===== src/rtl/geogenius_exibe_sequencia.sv =====
// Sequence display engine: plays memory patterns 0..rodada on the LEDs,
// each one lit for an on-time followed by a dark gap, then pulses pronto.
module geogenius_exibe_sequencia #(
    parameter int T_ON         = 500,
    parameter int T_OFF        = 250,
    parameter int T_ON_RAPIDO  = 250,
    parameter int T_OFF_RAPIDO = 125
) (
    input  logic       clock,
    input  logic       reset,
    input  logic       iniciar,
    input  logic       parar,
    input  logic [3:0] rodada,
    input  logic       dificuldade,
    input  logic [7:0] dado_memoria,
    output logic [3:0] endereco,
    output logic [7:0] leds,
    output logic       ocupado,
    output logic       pronto,
    output logic [3:0] db_estado
);

    // Timer must reach the largest (duration - 1) of all four timings.
    localparam int MAX_NORMAL = (T_ON > T_OFF) ? T_ON : T_OFF;
    localparam int MAX_RAPIDO = (T_ON_RAPIDO > T_OFF_RAPIDO) ? T_ON_RAPIDO : T_OFF_RAPIDO;
    localparam int MAX_T      = (MAX_NORMAL > MAX_RAPIDO) ? MAX_NORMAL : MAX_RAPIDO;
    localparam int TW         = $clog2(MAX_T + 1);

    localparam logic [TW-1:0] LIM_ON      = TW'(T_ON - 1);
    localparam logic [TW-1:0] LIM_OFF     = TW'(T_OFF - 1);
    localparam logic [TW-1:0] LIM_ON_RAP  = TW'(T_ON_RAPIDO - 1);
    localparam logic [TW-1:0] LIM_OFF_RAP = TW'(T_OFF_RAPIDO - 1);

    typedef enum logic [3:0] {
        OCIOSO  = 4'd0,
        CARREGA = 4'd1,
        ACESO   = 4'd2,
        APAGADO = 4'd3,
        PROXIMO = 4'd4,
        FIM     = 4'd5
    } estado_t;

    estado_t       estado_q, estado_d;
    logic [TW-1:0] timer_q, timer_d;
    logic [3:0]    end_q, end_d;
    logic [3:0]    rodada_q, rodada_d;
    logic          dif_q, dif_d;
    logic [7:0]    leds_q, leds_d;
    logic [TW-1:0] lim_on, lim_off;

    // Timing limits follow the difficulty latched at start, not the live input.
    assign lim_on  = dif_q ? LIM_ON_RAP  : LIM_ON;
    assign lim_off = dif_q ? LIM_OFF_RAP : LIM_OFF;

    // State register and datapath registers; reset clears everything at once.
    always_ff @(posedge clock or posedge reset) begin
        if (reset) begin
            estado_q <= OCIOSO;
            timer_q  <= '0;
            end_q    <= '0;
            rodada_q <= '0;
            dif_q    <= 1'b0;
            leds_q   <= '0;
        end else begin
            estado_q <= estado_d;
            timer_q  <= timer_d;
            end_q    <= end_d;
            rodada_q <= rodada_d;
            dif_q    <= dif_d;
            leds_q   <= leds_d;
        end
    end

    // Next-state and datapath update; abort overrides every non-idle state.
    always_comb begin
        estado_d = estado_q;
        timer_d  = timer_q;
        end_d    = end_q;
        rodada_d = rodada_q;
        dif_d    = dif_q;
        leds_d   = leds_q;

        case (estado_q)
            OCIOSO: begin
                end_d   = '0;
                leds_d  = '0;
                timer_d = '0;
                if (iniciar && !parar) begin
                    estado_d = CARREGA;
                    rodada_d = rodada;
                    dif_d    = dificuldade;
                end
            end
            CARREGA: begin
                // Pattern shown exactly as stored, even if several bits are set.
                leds_d   = dado_memoria;
                timer_d  = '0;
                estado_d = ACESO;
            end
            ACESO: begin
                if (timer_q == lim_on) begin
                    timer_d  = '0;
                    leds_d   = '0;
                    estado_d = APAGADO;
                end else begin
                    timer_d = timer_q + TW'(1);
                end
            end
            APAGADO: begin
                leds_d = '0;
                if (timer_q == lim_off) begin
                    timer_d  = '0;
                    estado_d = (end_q == rodada_q) ? FIM : PROXIMO;
                end else begin
                    timer_d = timer_q + TW'(1);
                end
            end
            PROXIMO: begin
                // Only reached when end_q < rodada_q, so this never wraps.
                end_d    = end_q + 4'd1;
                estado_d = CARREGA;
            end
            FIM: begin
                leds_d   = '0;
                end_d    = '0;
                estado_d = OCIOSO;
            end
            default: begin
                estado_d = OCIOSO;
                end_d    = '0;
                leds_d   = '0;
                timer_d  = '0;
            end
        endcase

        if (parar && (estado_q != OCIOSO)) begin
            estado_d = OCIOSO;
            end_d    = '0;
            leds_d   = '0;
            timer_d  = '0;
        end
    end

    assign endereco  = end_q;
    assign leds      = leds_q;
    assign ocupado   = (estado_q != OCIOSO);
    assign pronto    = (estado_q == FIM);
    assign db_estado = estado_q;

endmodule


===== config.mk =====
export PLATFORM = sky130hd
export DESIGN_NAME = geogenius_exibe_sequencia
export DESIGN_NICKNAME = d
export VERILOG_FILES = /design/src/rtl/geogenius_exibe_sequencia.sv
export SDC_FILE = /design/constraint.sdc
export NUM_CORES = 1
export LEC_CHECK = 0
export CAP_MARGIN = 20
export CORE_MARGIN = 4
export CORE_UTILIZATION = 35
export CTS_BUF_LIST = sky130_fd_sc_hd__clkbuf_16
export DETAILED_ROUTE_END_ITERATION = 16
export GPL_ROUTABILITY_DRIVEN = 0
export PLACE_DENSITY_LB_ADDON = 0.1
export SLEW_MARGIN = 30
export SYNTH_ARGS = -nofsm -noshare
export SYNTH_HDL_FRONTEND = slang
export SYNTH_SLANG_ARGS = --single-unit

===== constraint.sdc =====
create_clock -name clock -period 5.3 [get_ports clock]
set_clock_uncertainty 0.15 [all_clocks]
set_input_delay 1.06 -clock clock [delete_from_list [all_inputs] [get_ports clock]]
set_output_delay 1.06 -clock clock [all_outputs]
set_load 0.03 [all_outputs]

; ---- Word-level counts from Yosys, hierarchy flattened
; Cells that the tools add are included.
[word_totals]
inputBits = 17
wordCells = 49
regBits = 30
out_inout_bits = 18
[op_classes]
n_reduce_logical = 10
muxes = 17
add_sub_neg = 2
eq_ne = 14
[ops]
columns = op, n
row1 = $mux W9, 4
row2 = $pmux W9 S3, 1
row3 = $mux W8, 3
row4 = $pmux W8 S3, 1
row5 = $mux W4, 5
row6 = $pmux W4 S5, 1
row7 = $add A9 B1 Y9 const B, 1
row8 = $eq A9 B8 Y1, 1
row9 = $eq A9 B9 Y1, 1
row10 = $ne A3 B3 Y1 const B, 3
row11 = $eq A4 B2 Y1 const B, 2
row12 = $eq A4 B3 Y1 const B, 2
row13 = $pmux W4 S2, 1
row14 = $add A4 B1 Y4 const B, 1
row15 = $eq A4 B1 Y1 const B, 1
row16 = $eq A4 B4 Y1, 1
row17 = $logic_not A4 Y1, 1
row18 = $ne A2 B1 Y1 const B, 2
row19 = $reduce_and A2 Y1, 2
row20 = $reduce_bool A4 Y1, 1
row21 = $reduce_and A3 Y1, 1
row22 = $reduce_or A3 Y1, 1
row23 = $logic_and A1 B1 Y1, 2
row24 = $ne A2 B2 Y1 const B, 1
row25 = 3 further kinds, 3

; ---- Longest topological paths before layout
[logic_depth]
word_depth = 5
mapped_depth = 7
depth_no_buf = 5

; ---- Worst setup path before layout
; No wires, ideal clock.
[synth_timing]
kind = register -> output
startpoint = register estado_q[1] (netlist: db_estado[1])
endpoint = output pronto
path_stages_with_launch = 4
required_time_ns = 4.090
arrival_ns = 1.215
setup_slack_ns = 2.875
path_buffers = 1
cell_sequence = dfrtp_1 buf_4 nor2b_1 and2_1
[synth_between]
elab_chain_cells = 1
[synth_lines]
columns = item, line_no
row1 = start: declaration, 43  ; estado_t estado_q, estado_d;
row2 = start signal: assignment, 65  ; estado_q <= estado_d;
row3 = $eq A4 B3 Y1, 147  ; assign pronto = (estado_q == FIM);
row4 = end: declaration, 19  ; output logic pronto,
; Every way passes these cells.

; ---- Worst setup path after layout
[layout_timing]
startpoint = register estado_q[2] (netlist: db_estado[2])
endpoint = output pronto
; The elaborated chain is that of the path after synthesis.

==> flow_metrics.env <==
export IMPL_finalHoldViolCount=0
export IMPL_cts_sinks=29
export IMPL_min_path_type="flip-flop to flip-flop"
export IMPL_total_power_w=0.000817
export IMPL_finalCritPeriodShare_pct=63.6
export IMPL_cp_required_ps=4090
export IMPL_drt_pass1_iter_count=4
export IMPL_cts_setup_buffers=0
export IMPL_root_buffer="clkbuf_16"
export IMPL_yosysSeqAreaShare_pct=46.2
export IMPL_rsz0062_at_grt="no"
export IMPL_fin_crit_ps=3370
export IMPL_critPathLaunchType="flip-flop"
export IMPL_die_area_mm2=0.00562
export IMPL_final_common_cell="clkdlybuf4s50_1"
export IMPL_setup_worst_path_class="flip-flop to primary output"
export IMPL_max_slew_margin_pct=52.4
export IMPL_clock_latency_ps=270
export IMPL_hold_buffers=0
export IMPL_antennaDiodeCount=0
export IMPL_worstPathCellList="nor2b_1 > and2_1 > clkdlybuf4s50_1"
export IMPL_cp_arrival_ps=2160
export IMPL_end_kind="primary output"
export IMPL_track_usage_pct=13.1
export IMPL_cts_tree="yes"
export IMPL_synth_seq_cells=29
export IMPL_fin_setup_tns_ps=0
export IMPL_ir_worst_vdd_v=0.000175
export IMPL_grt_antenna_before_repair=0
export IMPL_nets=193
export IMPL_routed_wl_um=3420
export IMPL_status="finished clean"
export IMPL_coreArea_mm2=0.00435
export IMPL_final_antenna_net_count=0
export IMPL_grt_overflow=0
export IMPL_maxCapViolCount=0
export IMPL_clk_pin_slew_ps=50
export IMPL_area_growth_pct=30.9
export IMPL_vias=1204
export IMPL_syn_nets=160
export IMPL_final_cell_mix="33 x clkdlybuf4s50_1, 29 x dfrtp_1, 9 x nor3b_1, 8 x nor2_1, 8 x a22o_1"
export IMPL_ys_types=42
export IMPL_grt_pass1_vias=1181
export IMPL_cp_slowest_cell="dfrtp_1"
export IMPL_grt_max_degree=30
export IMPL_rows=24
export IMPL_critPathMaxStageDelay_ps=680
export IMPL_crit_family="flip-flops"
export IMPL_via_per_inst=5.30
export IMPL_netlist_area_mm2=0.00157
export IMPL_synthArstFlopShare_pct=100
export IMPL_drv_slew=0
export IMPL_port_buffers=33
export IMPL_initial_utilization_pct=36.1
export IMPL_fmax_mhz=296
export IMPL_htree_num_levels=2
export IMPL_path_max_fanout=16
export IMPL_drt_iter0_drc=97
export IMPL_syn_inst=141
export IMPL_worstMarginPinSlew_ps=712
export IMPL_clockBufferDepth=2
export IMPL_synth_warning_count=0
export IMPL_die_w_um=75.0
export IMPL_hpwl_um=2410
export IMPL_drc_errors=0
export IMPL_setup_viol=0
export IMPL_powerDensity_mw_per_mm2=397
export IMPL_cts_buffers=5
export IMPL_die_height_um=75.0
export IMPL_timing_critical_path_buf_inv=1
export IMPL_synth_ff_type="dfrtp_1"
export IMPL_layout_drive_gt1_share_pct=14.3
export IMPL_ioPinCount=35
export IMPL_synth_edf_count=0
export IMPL_wl_per_cell_um=15.1
export IMPL_grt_pass1_wl_um=5510
export IMPL_cts_resized=0
export IMPL_p_leak_nw=0.924
export IMPL_synth_avg_cell_area_um2=11.1
==> state kept, by name, indices dropped and copies added, names as in the netlist <==
name       cells
db_estado      3
endereco       4
leds           8
dif_q          1
timer_q        9
rodada_q       4
==> Yosys cell counts, drive strengths merged (5+ instances only) <==
| cell type | instances | share of area, % |
|---|---|---|
| o21ai | 7 | 2.2 |
| nor3 | 5 | 2.6 |
| mux2 | 5 | 3.6 |
| nand2 | 5 | 1.2 |
| dfrtp | 29 | 46 |
| nor2 | 9 | 2.3 |
| a22o | 8 | 4.5 |
| nor2b | 5 | 2.0 |
| buf | 5 | 2.6 |
| xor2 | 5 | 2.8 |
| and3 | 5 | 2.0 |
| a21o | 5 | 2.4 |
| nor3b | 10 | 5.1 |
==> logic make-up (layout without fill, tap and decap cells) <==
family | after synthesis | count (layout) | synth area share [%]
other | 1 | 1 | 0.239
and+or+nand+nor | 52 | 52 | 22.3
DFF | 29 | 29 | 46.2
muxes | 6 | 6 | 4.22
xor gates and xnor gates | 8 | 8 | 4.46
buffers and inverters | 10 | 44 | 3.82
AOI/OAI and AO/OA | 32 | 32 | 16.5
adders and majority gates | 3 | 3 | 2.23
==> power by group <==
group	switching [W]	internal (W)	leakage (nW)
Combinational	0.000124	0.000117	0.460
Sequential	0.0000503	0.000261	0.389
Clock	0.0000951	0.000170	0.0748
Total	0.000269	0.000548	0.924
==> final timing paths <==
kind / start / to / slack [ps] / depth (start not counted)
max: db_estado[2]$_DFFE_PP0P_ / pronto / 1930 / 3
min: leds[1]$_DFFE_PP0P_ / leds[1]$_DFFE_PP0P_ / 350 / 1
max reg2reg: db_estado[2]$_DFFE_PP0P_ / timer_q[7]$_DFFE_PP0P_ / 3230 / 5
min reg2reg: leds[1]$_DFFE_PP0P_ / leds[1]$_DFFE_PP0P_ / 350 / 1
max in group asynchronous: reset / timer_q[8]$_DFFE_PP0P_ / 3540 / 2
min in group asynchronous: reset / leds[2]$_DFFE_PP0P_ / 1040 / 2
==> routing by layer <==
layer | vias to the layer above | track usage, % | share of wire, %
li1 | 576 | - | -
met1 | 598 | 18.5 | 49
met2 | 24 | 19.1 | 46
met3 | 6 | 4.01 | 3.5
met4 | 0 | 4.74 | 1.5
met5 | - | 0 | 0
==> area by class of cell <==
cell class	instances	area (um^2)
Fill cell	409	2300
Multi-Input combinational cell	102	785
Sequential cell	29	726
Timing Repair Buffer	33	330
Clock buffer	5	125
Tap cell	52	65.1
Clock inverter	3	13.8
Inverter	3	11.3
==> stage by stage <==
step           setup WS (ps)  hold WS [ps]  util, %  cells  instance area (um^2)
2_1_floorplan           2880           334        -    141                  1570
3_3_place_gp            2140           335     44.0    219                  1920
3_5_place_dp            2080           335     44.0    219                  1920
4_1_cts                 1920           355     47.2    227                  2060
5_1_grt                 1830           363     47.2    227                  2060
6_report                1930           349     47.2    227                  2060
Power figures use the tool's default switching activity.
